File: src/rtl/mem_arbiter_ws_if.sv
// Signal bundle between mem_arbiter_ws, the fetch and memory-stage requesters, and the byte-lane RAM.
// The slave modport is the arbiter's view; master is the core/RAM side.
interface mem_arbiter_ws_if #(
  parameter int DATA_W = 32,
  parameter int ADDR_W = 32
);
  localparam int LANES = DATA_W / 8;

  logic              if_req;
  logic [ADDR_W-1:0] if_addr;
  logic [DATA_W-1:0] if_rdata;
  logic              if_ack;
  logic              if_stall;

  logic              mem_req;
  logic              mem_rw;
  logic [ADDR_W-1:0] mem_addr;
  logic [DATA_W-1:0] mem_wdata;
  logic [LANES-1:0]  mem_be;
  logic [DATA_W-1:0] mem_rdata;
  logic              mem_ack;
  logic              mem_stall;

  logic [ADDR_W-1:0] ram_addr;
  logic              ram_rw;
  logic [LANES-1:0]  ram_en;
  logic [DATA_W-1:0] ram_wdata;
  logic [DATA_W-1:0] ram_rdata;

  modport slave (
    input  if_req, if_addr, mem_req, mem_rw, mem_addr, mem_wdata, mem_be, ram_rdata,
    output if_rdata, if_ack, if_stall, mem_rdata, mem_ack, mem_stall,
           ram_addr, ram_rw, ram_en, ram_wdata
  );

  modport master (
    output if_req, if_addr, mem_req, mem_rw, mem_addr, mem_wdata, mem_be, ram_rdata,
    input  if_rdata, if_ack, if_stall, mem_rdata, mem_ack, mem_stall,
           ram_addr, ram_rw, ram_en, ram_wdata
  );
endinterface

File: src/rtl/mem_arbiter_ws.sv
// Two-port (fetch / memory-stage) arbiter onto one byte-lane RAM with WAIT_STATES extra access cycles.
// Fixed (memory wins) or round-robin priority; one access per WAIT_STATES+3 cycles.

module mem_arbiter_ws_lane (
  input  logic access,
  input  logic wr,
  input  logic be,
  output logic en
);
  // Reads light every lane; writes only the byte-enabled ones.
  assign en = access & (~wr | be);
endmodule

module mem_arbiter_ws #(
  parameter int DATA_W      = 32,
  parameter int ADDR_W      = 32,
  parameter int WAIT_STATES = 2,
  parameter int ARB_MODE    = 0
) (
  input  logic            clock,
  input  logic            reset,
  mem_arbiter_ws_if.slave bus
);
  localparam int                LANES = DATA_W / 8;
  localparam logic [ADDR_W-1:0] AMASK = ~ADDR_W'(LANES - 1);

  typedef enum logic [1:0] {IDLE, ACCESS, ACK} state_t;

  state_t            state_q, state_d;
  logic [3:0]        cnt_q;
  logic              gnt_mem_q;
  logic              last_mem_q;
  logic              rw_q;
  logic [ADDR_W-1:0] addr_q;
  logic [DATA_W-1:0] wdata_q;
  logic [LANES-1:0]  be_q;
  logic [DATA_W-1:0] if_rdata_q, mem_rdata_q;
  logic              any_req, pick_mem, in_access;
  logic [LANES-1:0]  lane_en;

  assign any_req   = bus.if_req | bus.mem_req;
  // Under contention round-robin hands the grant to whoever did not get the last one.
  assign pick_mem  = bus.mem_req & (~bus.if_req | (ARB_MODE == 0) | ~last_mem_q);
  assign in_access = (state_q == ACCESS);

  always_ff @(posedge clock or posedge reset) begin
    if (reset) state_q <= IDLE;
    else       state_q <= state_d;
  end

  always_comb begin
    state_d = state_q;
    unique case (state_q)
      IDLE:    if (any_req) state_d = ACCESS;
      ACCESS:  if (cnt_q == 4'd0) state_d = ACK;
      ACK:     state_d = IDLE;
      default: state_d = IDLE;
    endcase
  end

  always_ff @(posedge clock or posedge reset) begin
    if (reset) begin
      cnt_q       <= '0;
      gnt_mem_q   <= 1'b0;
      last_mem_q  <= 1'b0;
      rw_q        <= 1'b0;
      addr_q      <= '0;
      wdata_q     <= '0;
      be_q        <= '0;
      if_rdata_q  <= '0;
      mem_rdata_q <= '0;
    end else begin
      unique case (state_q)
        IDLE: if (any_req) begin
          cnt_q      <= 4'(WAIT_STATES);
          gnt_mem_q  <= pick_mem;
          last_mem_q <= pick_mem;
          if (pick_mem) begin
            addr_q  <= bus.mem_addr & AMASK;
            rw_q    <= bus.mem_rw;
            wdata_q <= bus.mem_wdata;
            be_q    <= bus.mem_be;
          end else begin
            // Fetch is read-only; write data and enables are left as they were.
            addr_q <= bus.if_addr & AMASK;
            rw_q   <= 1'b0;
          end
        end
        ACCESS: begin
          if (cnt_q != 4'd0)  cnt_q <= cnt_q - 4'd1;
          else if (!rw_q) begin
            if (gnt_mem_q) mem_rdata_q <= bus.ram_rdata;
            else           if_rdata_q  <= bus.ram_rdata;
          end
        end
        default: ;
      endcase
    end
  end

  mem_arbiter_ws_lane u_lane [LANES-1:0] (
    .access (in_access),
    .wr     (rw_q),
    .be     (be_q),
    .en     (lane_en)
  );

  assign bus.ram_addr  = addr_q;
  assign bus.ram_rw    = in_access & rw_q;
  assign bus.ram_en    = lane_en;
  assign bus.ram_wdata = wdata_q;

  assign bus.if_ack    = (state_q == ACK) & ~gnt_mem_q;
  assign bus.mem_ack   = (state_q == ACK) &  gnt_mem_q;
  assign bus.if_rdata  = if_rdata_q;
  assign bus.mem_rdata = mem_rdata_q;
  assign bus.if_stall  = bus.if_req  & ~bus.if_ack;
  assign bus.mem_stall = bus.mem_req & ~bus.mem_ack;
endmodule

File: src/flat_wrapper.sv
// flat-port wrapper written by rule: the top's interface ports become plain ports
module mem_arbiter_ws_flat 
#(
  parameter int DATA_W      = 32,
  parameter int ADDR_W      = 32,
  parameter int WAIT_STATES = 2,
  parameter int ARB_MODE    = 0
)
  (clock, reset, bus_if_req, bus_if_addr, bus_mem_req, bus_mem_rw, bus_mem_addr, bus_mem_wdata, bus_mem_be, bus_ram_rdata, bus_if_rdata, bus_if_ack, bus_if_stall, bus_mem_rdata, bus_mem_ack, bus_mem_stall, bus_ram_addr, bus_ram_rw, bus_ram_en, bus_ram_wdata);
  mem_arbiter_ws_if #(.DATA_W(DATA_W), .ADDR_W(ADDR_W)) bus_i ();
  input  logic clock;
  input  logic reset;
  input wire logic [$bits(bus_i.if_req)-1:0] bus_if_req;
  input wire logic [$bits(bus_i.if_addr)-1:0] bus_if_addr;
  input wire logic [$bits(bus_i.mem_req)-1:0] bus_mem_req;
  input wire logic [$bits(bus_i.mem_rw)-1:0] bus_mem_rw;
  input wire logic [$bits(bus_i.mem_addr)-1:0] bus_mem_addr;
  input wire logic [$bits(bus_i.mem_wdata)-1:0] bus_mem_wdata;
  input wire logic [$bits(bus_i.mem_be)-1:0] bus_mem_be;
  input wire logic [$bits(bus_i.ram_rdata)-1:0] bus_ram_rdata;
  output wire logic [$bits(bus_i.if_rdata)-1:0] bus_if_rdata;
  output wire logic [$bits(bus_i.if_ack)-1:0] bus_if_ack;
  output wire logic [$bits(bus_i.if_stall)-1:0] bus_if_stall;
  output wire logic [$bits(bus_i.mem_rdata)-1:0] bus_mem_rdata;
  output wire logic [$bits(bus_i.mem_ack)-1:0] bus_mem_ack;
  output wire logic [$bits(bus_i.mem_stall)-1:0] bus_mem_stall;
  output wire logic [$bits(bus_i.ram_addr)-1:0] bus_ram_addr;
  output wire logic [$bits(bus_i.ram_rw)-1:0] bus_ram_rw;
  output wire logic [$bits(bus_i.ram_en)-1:0] bus_ram_en;
  output wire logic [$bits(bus_i.ram_wdata)-1:0] bus_ram_wdata;
  assign bus_i.if_req = bus_if_req;
  assign bus_i.if_addr = bus_if_addr;
  assign bus_i.mem_req = bus_mem_req;
  assign bus_i.mem_rw = bus_mem_rw;
  assign bus_i.mem_addr = bus_mem_addr;
  assign bus_i.mem_wdata = bus_mem_wdata;
  assign bus_i.mem_be = bus_mem_be;
  assign bus_i.ram_rdata = bus_ram_rdata;
  assign bus_if_rdata = bus_i.if_rdata;
  assign bus_if_ack = bus_i.if_ack;
  assign bus_if_stall = bus_i.if_stall;
  assign bus_mem_rdata = bus_i.mem_rdata;
  assign bus_mem_ack = bus_i.mem_ack;
  assign bus_mem_stall = bus_i.mem_stall;
  assign bus_ram_addr = bus_i.ram_addr;
  assign bus_ram_rw = bus_i.ram_rw;
  assign bus_ram_en = bus_i.ram_en;
  assign bus_ram_wdata = bus_i.ram_wdata;
  mem_arbiter_ws #(.DATA_W(DATA_W), .ADDR_W(ADDR_W), .WAIT_STATES(WAIT_STATES), .ARB_MODE(ARB_MODE)) u_core (.clock(clock), .reset(reset), .bus(bus_i));
endmodule
File: config.mk
export PLATFORM = sky130hd
export DESIGN_NAME = mem_arbiter_ws_flat
export DESIGN_NICKNAME = d
export VERILOG_FILES = /design/src/rtl/mem_arbiter_ws_if.sv /design/src/rtl/mem_arbiter_ws.sv /design/src/flat_wrapper.sv
export SDC_FILE = /design/constraint.sdc
export NUM_CORES = 1
export LEC_CHECK = 0
export BUFFER_PORTS_ARGS = -buffer_cell sky130_fd_sc_hd__buf_4
export CORE_UTILIZATION = 45
export CTS_CLUSTER_SIZE = 20
export DETAILED_ROUTE_END_ITERATION = 7
export GPL_TIMING_DRIVEN = 0
export PLACE_DENSITY = 0.78
export SYNTH_ARGS = -nofsm -noshare
export SYNTH_HDL_FRONTEND = slang
export SYNTH_HIERARCHICAL = 1
export SYNTH_SLANG_ARGS = --single-unit
File: constraint.sdc
create_clock -name clock -period 12.5 [get_ports clock]
set_input_delay 1.25 -clock clock [delete_from_list [all_inputs] [get_ports clock]]
set_output_delay 1.25 -clock clock [all_outputs]
set_load 0.005 [all_outputs]
# == Word-level counts from Yosys, hierarchy flattened ==
# Index checks and enable logic that the tools add are counted.
# totals
reg_bits,140
out_inout_bits,137
wordCells,52
# op_classes
add_sub_neg,1
eq_ne,5
mux,8
bitwise_logic,19
n_reduce_logical,10
# op_table
operator,count
two-way mux 32 bit,1
AND 1 bit,9
two-way mux 4 bit,2
one-hot mux 4 bit (2 select lines),1
AND reduction 4 bit,2
AND reduction 3 bit,2
inverter 1 bit,5
bitwise OR 1 bit,5
zero test 4 bit,1
two-way mux 2 bit,2
"!= test 2 bit, second input constant",2
one-hot mux 2 bit (2 select lines),1
AND reduction 2 bit,2
nonzero test 4 bit,1
"subtractor 4 x 1 -> 4 bit, second input constant",1
"equality test 2 x 1 -> 1 bit, second input constant",1
"equality test 2 bit, second input constant",1
zero test 2 bit,1
"!= test 2 x 1 -> 1 bit, second input constant",1
nonzero test 2 bit,1
two-way mux 1 bit,1

# == Longest topological paths before layout ==
# depth
ltp_word,4
depth_mapped,7
depth_no_buf,5

# == Hierarchy ==
# Netlist, hierarchy kept.
# modules_own_cells
mod,n_inst,cells_each,area_each_um2
mem_arbiter_ws,1,398,5730.5
mem_arbiter_ws_lane,4,2,11.3

# == Least setup slack after synthesis ==
# No wires, ideal clock.
# synth_timing
kind,input port to output port
from,in bus_mem_req
to,out bus_mem_stall
arrival_ns,2.125
slack_ns,9.125
stages,3
path_cell_list,clkbuf_1 > clkbuf_1 > nor2b_1
# synth_via
elab_chain_len,1
# synth_rtl
item,line_no,text
"start, declared",flat_wrapper.sv:15,input wire logic [$bits(bus_i.mem_req)-1:0] bus_mem_req;
AND 1 bit,mem_arbiter_ws.sv:118,assign bus.mem_stall = bus.mem_req & ~bus.mem_ack;
"end, declared",flat_wrapper.sv:26,output wire logic [$bits(bus_i.mem_stall)-1:0] bus_mem_stall;
# Every way passes these cells.

# == Worst setup path in the final report ==
# Same ends and word-level chain as after synthesis.

==> out/metrics.csv <==
stage;metric;value;unit
clocking;CTS Root Cell;clkbuf_16;
power;Sw Share;28.99;%
timing;final setup fails;0;
worst_setup_path;Worst Path Class, Setup;in2out;
worst_setup_path;Crit. Startpoint;bus_mem_req;
synth;most instantiated cells after synthesis;dfrtp_1 (138), mux2_2 (70), o21ai_0 (64), mux2_4 (30), mux2i_1 (30);
floorplanning;die width;115.3;µm
timing;Final Hold Fails;0;
global_routing;largest net degree at the start of global routing;71;
global_routing;initial antenna violation count;0;
worst_setup_path;critical-path maximum fanout;10;
floorplanning;Die Height;115.3;µm
worst_setup_path;reg2reg start;u_core/cnt_q[0];
power;P_int;1.546;mW
timing;Final period util;30.01;%
timing;post-layout min period;3.751;ns
routing;TritonRoute pass-1 iters;4;
timing;final setup TNS;0;ns
global_routing;total grt overflow;0;
synth;Seq cells post-synth;138;
power;Tot Pwr;2.177;mW
power;Leak Pwr;4.283;nW
synth;Yosys top cell area share;59.79;%
routing;routed via count;4376;
floorplanning;initial core utilization;45.95;%
floorplanning;core box area;12570;µm²
place;placer congestion estimate;0.7938;
place;PortBufs;266;
worst_setup_path;Worst Setup Start Kind;primary input;
clocking;total CTS buffers;17;
timing;final hold slack;0.5064;ns
worst_setup_path;crit-path max cell delay;0.58;ns
timing;unrepaired setup endpoints after global routing;no;
clocking;CTS tree;yes;
global_routing;number of global-route vias before repair;4516;
run_status;outcome;finished clean;
place;post-detail-place hpwl;10.65;mm
clocking;Reg clk slew, reported paths;0.06;ns
clocking;hold buffers post-CTS;0;
synth;synth unique cells;37;
floorplanning;FP Rows;41;
floorplanning;Ports;274;
routing;DRC;0;
synth;register area share after synthesis;59.79;%
place;dpl cell area;8024;µm²
clocking;CTS sink cnt;138;
synth;top cells by area, synth;dfrtp_1 (60%), mux2_2 (14%), mux2_4 (7.8%), o21ai_0 (5.5%), mux2i_1 (5.2%);
synth;YS warnings;6;
layout;Final Cell Area;8648;µm²
synth;number of enable flip-flop cells after synthesis;0;
layout;share of post-route cells with drive strength above 1;58.64;%
synth;Synth Instances;406;
timing;Max Clk Rate;0.2666;GHz
synth;leading area contributor after synthesis;dfrtp_1;
job;max-cap viol count;0;
timing;Clock Skew;0.005288;ns
worst_setup_path;endpoint class of the critical path;output port;
worst_setup_path;Worst Path Arrival;2.50;ns
power;Combinational Power Share;39.1;%
power;clock network fraction of total power;23.9;%
routing;ANT nets after route;0;
layout;Antenna diodes;0;
worst_setup_path;WP data required;11.25;ns
worst_setup_path;Crit-path slowest cell;clkbuf_1;
worst_hold_path;worst hold path class;reg2reg;
layout;Util after Layout;68.81;%
routing;final wirelength;14.30;mm
power;VDD IR max;0.1088;mV
floorplanning;Die Area;13290;µm²
layout;Final #Nets;832;
synth;Syn Area/Cell;14.23;µm²
timing;max-slew violations;0;
worst_hold_path;hold path startpoint;u_core/bus.ram_wdata[14];
clocking;H-tree depth;4;
power;share of total power in sequential cells;37.1;%
synth;Mapped Area;5776;µm²
layout;Area growth syn-to-layout;49.74;%
routing;via/cell ratio;4.984;
synth;most frequent cell after synthesis;dfrtp_1;
routing;Routed wire per std cell;16.28;µm
global_routing;first-pass GRT wire length;22.14;mm
clocking;CTS resizes;0;
timing;relative slew slack;44.66;%
synth;async set or reset register ratio after synthesis;100.0;%
timing;Worst-Margin Slew;0.8214;ns
synth;predominant post-synthesis flop cell;dfrtp_1;
global_routing;GRT Total Usage;22.03;%
clocking;post-CTS setup buffer count;0;
power;PD cells;251.7;nW/µm²
routing;Starting DRT DRC Count;255;
power;NetSw;631.0;µW
clocking;Clock Path Buffers;2;
worst_setup_path;most frequent CP cell;clkbuf_1;
clocking;clk_lat worst skew;0.41;ns
worst_setup_path;crit-path cells;clkbuf_1 > clkbuf_1 > nor2b_1 > buf_4;
layout make-up:
type | count | area, µm²
Tap cell | 172 | 215.2
Buffer | 26 | 167.7
Fill cell | 889 | 3920
Timing Repair Buffer | 267 | 2024
Clock buffer | 22 | 484.2
Clock inverter | 10 | 140.1
Multi-Input combinational cell | 234 | 2125
Sequential cell | 138 | 3453
Inverter | 9 | 38.79
per-layer routing:
layer / share of wire (%) / GRT usage (%)
met3: 7.5 / 7.116
met4: 1.4 / 8.918
met2: 53 / 39.24
met5: 0 / 0
met1: 39 / 24.29
power groups by stage:
stage          Clock, mW  Sequential, mW  Combinational [mW]
2_1_floorplan          0           0.808               0.379
3_3_place_gp           0           0.799               0.835
3_5_place_dp           0           0.812               0.858
4_1_cts            0.530           0.810               0.860
5_1_grt            0.552           0.838               0.927
6_report           0.520           0.807               0.850
sequential cells by signal, summed over array words and instances (netlist names):
signal	cells
u_core/be_q	4
u_core/gnt_mem_q	1
u_core/bus.ram_addr	30
u_core/rw_q	1
u_core/bus.ram_wdata	32
u_core/bus.if_rdata	32
u_core/bus.mem_rdata	32
u_core/cnt_q	4
u_core/state_q	2
critical path: cells and delay by family:
kind,cells,cell delay [ns]
and+or+nand+nor,1,0.22
buffers and inverters,3,1.03
cells in the final DEF (no fill, tap or decap), drive strengths merged, types with 2 or more instances in the layout:
cell,count
buf,280
dfrtp,138
mux2,100
o21ai,64
clkbuf,35
mux2i,30
inv,9
clkinvlp,6
a21boi,5
nor2,4
bufinv,3
nand2,3
nor2b,3
and2,2
nor3b,2
nand3,2
nor3,2
ha,2
conb,2
or4,2
worst paths after layout:
check	to	slack, ns	depth (start not counted)
worst min-delay path	u_core/bus.ram_wdata[14]	0.51	1
worst max-delay path	bus_mem_stall	8.75	4
min in group asynchronous	u_core/bus.mem_rdata[23]	0.93	2
worst max register to register	u_core/bus.if_rdata[17]	10.23	7
max in group asynchronous	u_core/bus.ram_wdata[23]	10.82	3
worst min register to register	u_core/bus.ram_wdata[14]	0.51	1
logic make-up after synthesis:
logic type,Yosys count,share of synthesized area (%)
other,1,0.06493
buffers and inverters,35,3.488
AO/OA/AOI/OAI,74,6.824
adder cells (fa/ha/maj),2,0.4332
AND/OR/NAND/NOR,26,2.751
flip-flops,138,59.79
multiplexers,130,26.65
per-stage QoR:
step                std cells  setup slack, ns
floorplan                 407            7.554
global placement          845            6.116
detailed placement        846            8.749
CTS                       878            8.753
global route              878            8.688
finish                    878            8.749
Note: power is estimated with default switching activity, not from simulation.
